===== src/rtl/approx_err_pkg.sv =====
// Shared types, widths and arithmetic helpers for the approximate-multiplier
// error accumulator.
package approx_err_pkg;

   typedef enum logic [1:0] {IDLE, RUN, DRAIN, DONE} state_t;

   localparam int unsigned OP_W   = 8;
   localparam int unsigned PROD_W = 16;
   localparam int unsigned ERR_W  = 17;
   localparam int unsigned SAT_W  = 64;

   // Unsigned add that clamps at the all-ones value of a width-bit accumulator.
   function automatic logic [SAT_W-1:0] sat_add(input logic [SAT_W-1:0] acc,
                                                input logic [ERR_W-1:0] inc,
                                                input int unsigned      width);
      logic [SAT_W:0]   sum;
      logic [SAT_W-1:0] lim;
      lim = {SAT_W{1'b1}} >> (SAT_W - width);
      sum = {1'b0, acc} + {{(SAT_W + 1 - ERR_W){1'b0}}, inc};
      if (sum > {1'b0, lim})
         return lim;
      else
         return sum[SAT_W-1:0];
   endfunction

endpackage


===== src/rtl/approx_err_calc.sv =====
// Registered error stage: exact product, signed error, magnitude and
// nonzero flag for one sample per cycle.
module approx_err_calc
   import approx_err_pkg::*;
(
   input  logic              clk,
   input  logic              rst_n,
   input  logic [OP_W-1:0]   x,
   input  logic [OP_W-1:0]   y,
   input  logic [PROD_W-1:0] prod,
   input  logic              valid,
   output logic [ERR_W-1:0]  err,
   output logic [ERR_W-1:0]  abs_err,
   output logic              nz,
   output logic              err_valid
);

   logic signed [PROD_W-1:0] xs, ys, exact;
   logic signed [ERR_W-1:0]  diff;
   logic        [ERR_W-1:0]  mag;

   // 8x8 signed products span -16256..16384, so 16 bits never overflow.
   always_comb begin
      xs    = PROD_W'($signed(x));
      ys    = PROD_W'($signed(y));
      exact = xs * ys;
      diff  = ERR_W'($signed(prod)) - ERR_W'(exact);
      mag   = diff[ERR_W-1] ? ERR_W'(-diff) : ERR_W'(diff);
   end

   always_ff @(posedge clk or negedge rst_n) begin
      if (!rst_n) begin
         err       <= '0;
         abs_err   <= '0;
         nz        <= 1'b0;
         err_valid <= 1'b0;
      end else begin
         err       <= diff;
         abs_err   <= mag;
         nz        <= (diff != '0);
         err_valid <= valid;
      end
   end

endmodule


===== src/rtl/approx_err_accum.sv =====
// Error-statistics collector for the approximate Booth multiplier: runs for
// NUM_SAMPLES accepted samples, then holds the results with done raised.
module approx_err_accum
   import approx_err_pkg::*;
#(
   parameter int unsigned NUM_SAMPLES = 65536,
   parameter int unsigned CNT_W       = 17,
   parameter int unsigned ACC_W       = 34
) (
   input  logic              clk,
   input  logic              rst_n,
   input  logic              start,
   input  logic              in_valid,
   output logic              in_ready,
   input  logic [OP_W-1:0]   in_x,
   input  logic [OP_W-1:0]   in_y,
   input  logic [PROD_W-1:0] in_prod,
   output logic              busy,
   output logic              done,
   output logic [CNT_W-1:0]  sample_cnt,
   output logic [CNT_W-1:0]  err_cnt,
   output logic [ACC_W-1:0]  sum_abs_err,
   output logic [ACC_W-1:0]  sum_err,
   output logic [ERR_W-1:0]  max_abs_err
);

   localparam logic [CNT_W-1:0] TOTAL = CNT_W'(NUM_SAMPLES);
   localparam logic [CNT_W-1:0] LAST  = CNT_W'(NUM_SAMPLES - 1);

   state_t             state, state_nx;
   logic [CNT_W-1:0]   accepted;
   logic               accept;
   logic               clr;
   logic [ERR_W-1:0]   c_err, c_abs;
   logic               c_nz, c_valid;
   logic [SAT_W-1:0]   abs_sum;

   assign accept = in_valid && in_ready;

   always_ff @(posedge clk or negedge rst_n) begin
      if (!rst_n)
         state <= IDLE;
      else
         state <= state_nx;
   end

   // DRAIN leaves once the error stage is empty; the accumulators take the
   // last sample on that same edge, so DRAIN always lasts two cycles.
   always_comb begin
      state_nx = state;
      in_ready = 1'b0;
      busy     = 1'b0;
      done     = 1'b0;
      clr      = 1'b0;
      case (state)
         IDLE: begin
            if (start) begin
               clr      = 1'b1;
               state_nx = RUN;
            end
         end
         RUN: begin
            busy     = 1'b1;
            in_ready = (accepted < TOTAL);
            if (in_valid && in_ready && (accepted == LAST))
               state_nx = DRAIN;
         end
         DRAIN: begin
            busy = 1'b1;
            if (!c_valid)
               state_nx = DONE;
         end
         DONE: begin
            done = 1'b1;
            if (start) begin
               clr      = 1'b1;
               state_nx = RUN;
            end
         end
         default: state_nx = IDLE;
      endcase
   end

   always_ff @(posedge clk or negedge rst_n) begin
      if (!rst_n)
         accepted <= '0;
      else if (clr)
         accepted <= '0;
      else if (accept)
         accepted <= accepted + 1'b1;
   end

   approx_err_calc u_calc (
      .clk       (clk),
      .rst_n     (rst_n),
      .x         (in_x),
      .y         (in_y),
      .prod      (in_prod),
      .valid     (accept),
      .err       (c_err),
      .abs_err   (c_abs),
      .nz        (c_nz),
      .err_valid (c_valid)
   );

   assign abs_sum = sat_add(SAT_W'(sum_abs_err), c_abs, ACC_W);

   always_ff @(posedge clk or negedge rst_n) begin
      if (!rst_n) begin
         sample_cnt  <= '0;
         err_cnt     <= '0;
         sum_abs_err <= '0;
         sum_err     <= '0;
         max_abs_err <= '0;
      end else if (clr) begin
         sample_cnt  <= '0;
         err_cnt     <= '0;
         sum_abs_err <= '0;
         sum_err     <= '0;
         max_abs_err <= '0;
      end else if (c_valid) begin
         sample_cnt  <= sample_cnt + 1'b1;
         err_cnt     <= err_cnt + CNT_W'(c_nz);
         sum_abs_err <= abs_sum[ACC_W-1:0];
         sum_err     <= sum_err + ACC_W'($signed(c_err));
         if (c_abs > max_abs_err)
            max_abs_err <= c_abs;
      end
   end

endmodule


===== config.mk =====
export PLATFORM = sky130hd
export DESIGN_NAME = approx_err_accum
export DESIGN_NICKNAME = d
export VERILOG_FILES = /design/src/rtl/approx_err_pkg.sv /design/src/rtl/approx_err_calc.sv /design/src/rtl/approx_err_accum.sv
export SDC_FILE = /design/constraint.sdc
export NUM_CORES = 1
export LEC_CHECK = 0
export ABC_AREA = 0
export BUFFER_PORTS_ARGS = -buffer_cell sky130_fd_sc_hd__buf_2
export CORE_MARGIN = 2
export CORE_UTILIZATION = 33
export CTS_BUF_LIST = sky130_fd_sc_hd__clkbuf_8
export DETAILED_ROUTE_END_ITERATION = 12
export MAX_ROUTING_LAYER = met4
export PLACE_DENSITY = 0.56
export SETUP_SLACK_MARGIN = 0.05
export SLEW_MARGIN = 5
export SYNTH_ARGS = -nofsm -noshare
export SYNTH_HDL_FRONTEND = slang
export SYNTH_SLANG_ARGS = --single-unit

===== constraint.sdc =====
create_clock -name clk -period 4.2 [get_ports clk]
set_clock_uncertainty 0.2 [all_clocks]
set_input_delay 0.21 -clock clk [delete_from_list [all_inputs] [get_ports clk]]
set_output_delay 0.21 -clock clk [all_outputs]
set_load 0.1 [all_outputs]

Yosys cells after proc, flatten, opt, wreduce, memory -nomap -nowiden
Cells that the tools add are included.
{"block": "word_totals", "reg_bits": 174, "input_bits": 36, "output_inout_bits": 122, "elab_cells": 65}
{"block": "classes", "addsub": 7, "multipliers": 1, "order_cmp": 3, "eq_ne": 7, "mux": 24, "reduce_logical": 12}
{"operator": "$mux W17", "n": 10}
{"operator": "$mux W34", "n": 5}
{"operator": "$add A34 B17 Y35", "n": 1}
{"operator": "$gt A35 B34 Y1 const B", "n": 1}
{"operator": "$add A17 B1 Y17 const B", "n": 2}
{"operator": "$add A34 B34 Y34", "n": 1}
{"operator": "$add A17 B1 Y17", "n": 1}
{"operator": "$eq A17 B16 Y1 const B", "n": 1}
{"operator": "$gt A17 B17 Y1", "n": 1}
{"operator": "$lt A17 B17 Y1 const B", "n": 1}
{"operator": "$neg A17 Y17", "n": 1}
{"operator": "$reduce_bool A17 Y1", "n": 1}
{"operator": "$sub A16 B16 Y17", "n": 1}
{"operator": "$mul A8 B8 Y16", "n": 1}
{"operator": "$mux W2", "n": 3}
{"operator": "$pmux W2 S3", "n": 1}
{"operator": "$reduce_bool A2 Y1", "n": 3}
{"operator": "$mux W1", "n": 5}
{"operator": "$eq A2 B2 Y1 const B", "n": 2}
{"operator": "$ne A2 B2 Y1 const B", "n": 2}
{"operator": "$reduce_or A2 Y1", "n": 2}
{"operator": "$logic_and A1 B1 Y1", "n": 3}
{"operator": "$reduce_and A3 Y1", "n": 1}
{"operator": "$eq A2 B1 Y1 const B", "n": 1}
{"operator": "3 further kinds", "n": 3}

Depth between registers and ports, before layout
{"block": "depth", "word_depth": 5, "ltp_mapped": 22, "ltp_nobuf": 20}

Hierarchy
From an unflattened synthesis, not the netlist that was laid out.
{"block": "hier_totals", "hier_cells": 1517, "hier_area_um2": 13770.7}
{"mod": "approx_err_accum", "n_inst": 1, "cells_per_inst": 1014, "area_per_inst_um2": 9102.5, "seq_area_each_um2": 3453.3}
{"mod": "approx_err_calc", "n_inst": 1, "cells_per_inst": 503, "area_per_inst_um2": 4668.2, "seq_area_each_um2": 875.8}

Least setup slack after synthesis
Ideal clock, no wire load.
{"block": "synth_timing", "path_kind": "input port to flip-flop", "startpoint": "input port in_y[0]", "endpoint": "register u_calc.abs_err[15]", "setup_time_ps": 131, "arrival_time_ps": 5283, "t_required_ps": 3869, "setup_slack_ps": -1414, "stages": 20, "n_path_buf": 1, "path_cell_list": "buf_4 -> nand2_1 -> inv_1 -> fa_1 -> inv_1 -> fa_1 -> fa_1 -> fa_1 -> inv_1 -> fa_1 -> inv_1 -> ha_1 -> nand2_1 -> o21ai_0 -> o31a_1 -> or3_4 -> a2111oi_4 -> nor4b_4 -> a21oi_2 -> xnor2_1"}
{"block": "synth_via", "elab_chain_len": 4}
{"item": "from (decl)", "line": "approx_err_accum.sv:16", "source": "input logic [OP_W-1:0] in_y,"}
{"item": "$mul A8 B8 Y16 (*)", "line": "approx_err_calc.sv:26", "source": "exact = xs * ys;"}
{"item": "$sub A16 B16 Y17 (*)", "line": "approx_err_calc.sv:27", "source": "diff = ERR_W'($signed(prod)) - ERR_W'(exact);"}
{"item": "$neg A17 Y17", "line": "approx_err_calc.sv:28", "source": "mag = diff[ERR_W-1] ? ERR_W'(-diff) : ERR_W'(diff);"}
{"item": "$mux W17 (*)", "line": "approx_err_calc.sv:28"}
{"item": "net u_calc.mag[15]", "line": "approx_err_calc.sv:20", "source": "logic [ERR_W-1:0] mag;"}
{"item": "to (signal assigned)", "line": "approx_err_calc.sv:39", "source": "abs_err <= mag;"}
{"item": "to (decl)", "line": "approx_err_calc.sv:13", "source": "output logic [ERR_W-1:0] abs_err,"}
Mark *: on every way through the listed nets, which the timed path passes. The rest lies on a longest branch.
A chain may end at the register's enable or synchronous reset.

Worst setup path in the final report
{"block": "layout_timing", "startpoint": "input port in_x[7]", "endpoint": "register u_calc.abs_err[14]"}
{"block": "layout_via", "elab_chain_len": 4}
{"item": "from (decl)", "line": "approx_err_accum.sv:15", "source": "input logic [OP_W-1:0] in_x,"}
{"item": "$mul A8 B8 Y16 (*)", "line": "approx_err_calc.sv:26"}
{"item": "$sub A16 B16 Y17 (*)", "line": "approx_err_calc.sv:27"}
{"item": "$neg A17 Y17", "line": "approx_err_calc.sv:28"}
{"item": "$mux W17 (*)", "line": "approx_err_calc.sv:28"}
{"item": "net u_calc.mag[14]", "line": "approx_err_calc.sv:20"}
Marked as above.

==> impl_metrics.py <==
metrics = {
    "synth": {
        "synth_flop_cell": "dfrtp_1",
        "ys_seq_area_share_pct": 31.18,
        "postSynthCellCount": 1534,
        "synth_cell_type_count": 75,
        "synthTopCellsByArea": "dfrtp_1, ha_1, fa_1",
        "ys_ff_latch": 173,
        "synth.avg_cell_area_um2": 9.052,
        "syn_area_um2": 13890,
        "synth_top_cell_by_area": "dfrtp_1",
        "syn_nets": 1752,
        "yosysWarnings": 0,
        "synth_top_area_share_pct": 31.18,
        "synth-edff-count": 0,
        "async_reset_ff_share_pct": 100.0,
    },
    "timing": {
        "hold_violations": 0,
        "max_slew.worst_pin.slew_ps": 768.3,
        "fin_crit_ps": 4862,
        "finalCritPeriodShare_pct": 115.8,
        "slew-limit-headroom_pct": 48.22,
        "tns_ps": -11800,
        "setup_violations": 23,
        "rsz0062_at_grt": "yes",
        "finalMaxSlewViolations": 0,
        "clock.fmax_ghz": 0.2057,
        "setup_ws_ps": -662.0,
    },
    "grt": {
        "antenna_found_initial": 1,
        "grt_max_degree": 81,
        "grt_pass1_vias": 11770,
        "grt_usage_pct": 17.49,
        "grt-ovfl-total": 0,
        "grt_pass1_wl_um": 60420,
    },
    "drt": {
        "drt_first_pass_iters": 5,
        "via_count": 11700,
        "avgViaCountPerCell": 4.996,
        "drtIter0Drc": 574,
        "wl_um": 36770,
        "post-route-drc-count": 0,
        "ant_nets": 0,
        "wl_per_cell_um": 15.70,
    },
    "place": {
        "placed_area_um2": 16230,
        "dp.final_hpwl_um": 28250,
        "portBuffers": 157,
        "dp.cells": 2284,
        "gp_congestion": 0.8462,
    },
    "status": {
        "outcome": "finished, violations left",
        "violations": "negative setup slack",
    },
    "floorplanning": {
        "start_util_pct": 33.25,
        "io_pins": 158,
        "num_rows": 75,
        "die_y_um": 209.1,
        "die_x_um": 209.1,
        "core_um2": 41760,
        "die-area_um2": 43740,
    },
    "cells_and_area": {
        "drive_gt1_share_pct": 24.04,
        "fillers": 4083,
        "syn2layout_area_growth_pct": 24.34,
        "final_common_cell": "dfrtp_1",
        "final_cell_mix": "dfrtp_1, inv_1, buf_2",
        "stdcell_count": 2341,
        "final_area_um2": 17270,
        "final_nets": 2006,
    },
    "clock_network": {
        "numCtsBuffers": 17,
        "cts_tree": "yes",
        "cts_buffer_depth": 2,
        "h-tree-depth": 4,
        "path_clk_slew_ps": 100,
        "clk_latency_ps": 500,
        "cts.sinks": 173,
        "cts-root-buf": "clkbuf_8",
    },
    "run": {
        "maxCapViolCount": 0,
    },
    "critical_path": {
        "path_max_fanout": 7,
        "critical_path_class": "input pin to register",
        "critical_path_arrival_ps": 5080,
        "cp-end-kind": "register",
        "critPathRequiredTime_ps": 4420,
        "startpoint_type": "input pin",
    },
    "worst_hold_path": {
        "hold_class": "input pin to register",
    },
}
## worst max-delay path, cell delays in order
cell	delay (ps)
buf_8	100
buf_6	110
and2_4	130
fa_2	530
buf_6	150
buf_6	100
fa_2	570
inv_2	40
fa_1	530
inv_1	50
fa_1	450
fa_1	530
inv_2	50
ha_4	250
o21a_1	110
nor2_1	50
a21oi_2	170
a31oi_4	140
xnor2_4	170
buf_12	140
clkbuf_16	160
a31oi_4	150
xor2_1	170
## state kept, by name (all words and copies together) (netlist names)
| signal | flops |
|---|---|
| u_calc.err | 17 |
| err_cnt | 17 |
| u_calc.abs_err | 16 |
| u_calc.err_valid | 1 |
| sum_err | 34 |
| sample_cnt | 17 |
| max_abs_err | 17 |
| sum_abs_err | 34 |
| u_calc.nz | 1 |
| accepted | 17 |
| state | 2 |
## synth_stat cells, types with 3 or more instances
cell type	n
a21o_1	31
clkbuf_1	43
nor2b_1	20
o31ai_1	4
a31oi_1	28
o21bai_1	9
nand3b_1	4
nor3_1	24
a311oi_1	5
mux2i_1	36
a211oi_1	20
nand3_1	41
xnor2_1	47
o21ai_1	3
nand2_1	105
xor2_1	56
o21a_1	19
nor2_1	129
nor4_1	6
and4_1	4
dfrtp_1	173
nand2b_1	14
and2_1	41
a211o_1	4
nor3b_1	3
o21ai_0	64
o211ai_1	10
buf_2	3
o311ai_0	17
ha_1	115
nand4_1	22
or3_1	13
or2_2	3
inv_1	171
and3_1	36
a21oi_1	94
a21boi_0	3
fa_1	67
nand4b_1	4
## layout make-up
class / count / area (µm²) / area share [%]
Timing Repair Buffer: 285 / 1953 / 11.31
Clock inverter: 15 / 166.4 / 0.9638
Sequential cell: 173 / 4333 / 25.10
Clock buffer: 17 / 234.0 / 1.355
Tap cell: 539 / 674.4 / 3.906
Multi-Input combinational cell: 1140 / 9258 / 53.62
Inverter: 171 / 644.4 / 3.732
Antenna cell: 1 / 2.502 / 0.01449
## path summary, 6_finish.rpt
| path | from | to | slack (ps) | cells after the start |
|---|---|---|---|---|
| min reg2reg | sum_abs_err[25] | sum_abs_err[25] | 350 | 1 |
| min | in_valid | state[1] | 70 | 5 |
| max reg2reg | u_calc.err[0] | sum_abs_err[29] | 520 | 12 |
| max | in_x[7] | u_calc.abs_err[14] | -660 | 23 |
| max in group asynchronous | rst_n | sum_err[33] | 2670 | 3 |
| min in group asynchronous | rst_n | err_cnt[15] | 120 | 2 |
## stage by stage
step	util [%]	hold WS [ps]	setup WS, ps
floorplan	-	-285.6	-1057
global placement	38.86	114.9	-1246
detailed placement	38.86	124.4	-1378
CTS	40.48	30.76	-660.1
global route	41.35	117.9	-839.1
finish	41.35	73.00	-662.0
## layer usage
| metal | share of wire [%] | up-vias | GRT usage (%) |
|---|---|---|---|
| li1 | - | 5815 | - |
| met1 | 46 | 5660 | 21.97 |
| met2 | 48 | 189 | 29.22 |
| met3 | 3.6 | 32 | 3.021 |
| met4 | 1.5 | 0 | 4.532 |
| met5 | 0 | - | - |
## kinds of logic (layout without fill, tap and decap cells)
family	count (synthesis)	count (layout)	synth area share (%)
compound gates	337	337	16.05
xor+xnor	104	104	6.614
fa+ha+maj	183	183	20.09
buf+inv	221	488	6.082
flops	173	173	31.18
mux	38	38	2.757
other cells	0	1	0
simple gates	478	478	17.23
## what timing repair did
| action | in CTS | in global routing |
|---|---|---|
| pin swaps | 45 | 34 |
| hold buffers | 4 | 0 |
| endpoints found under the setup margin | 25 | 26 |
| cloned | 0 | 1 |
| buffers inserted | 10 | 10 |
| gates resized for setup | 47 | 60 |
| endpoints found under the hold margin | 80 | 0 |
Power is left out: the tool's default activity adds up to more than one toggle a clock period on the data nets, which glitch-free logic cannot reach.
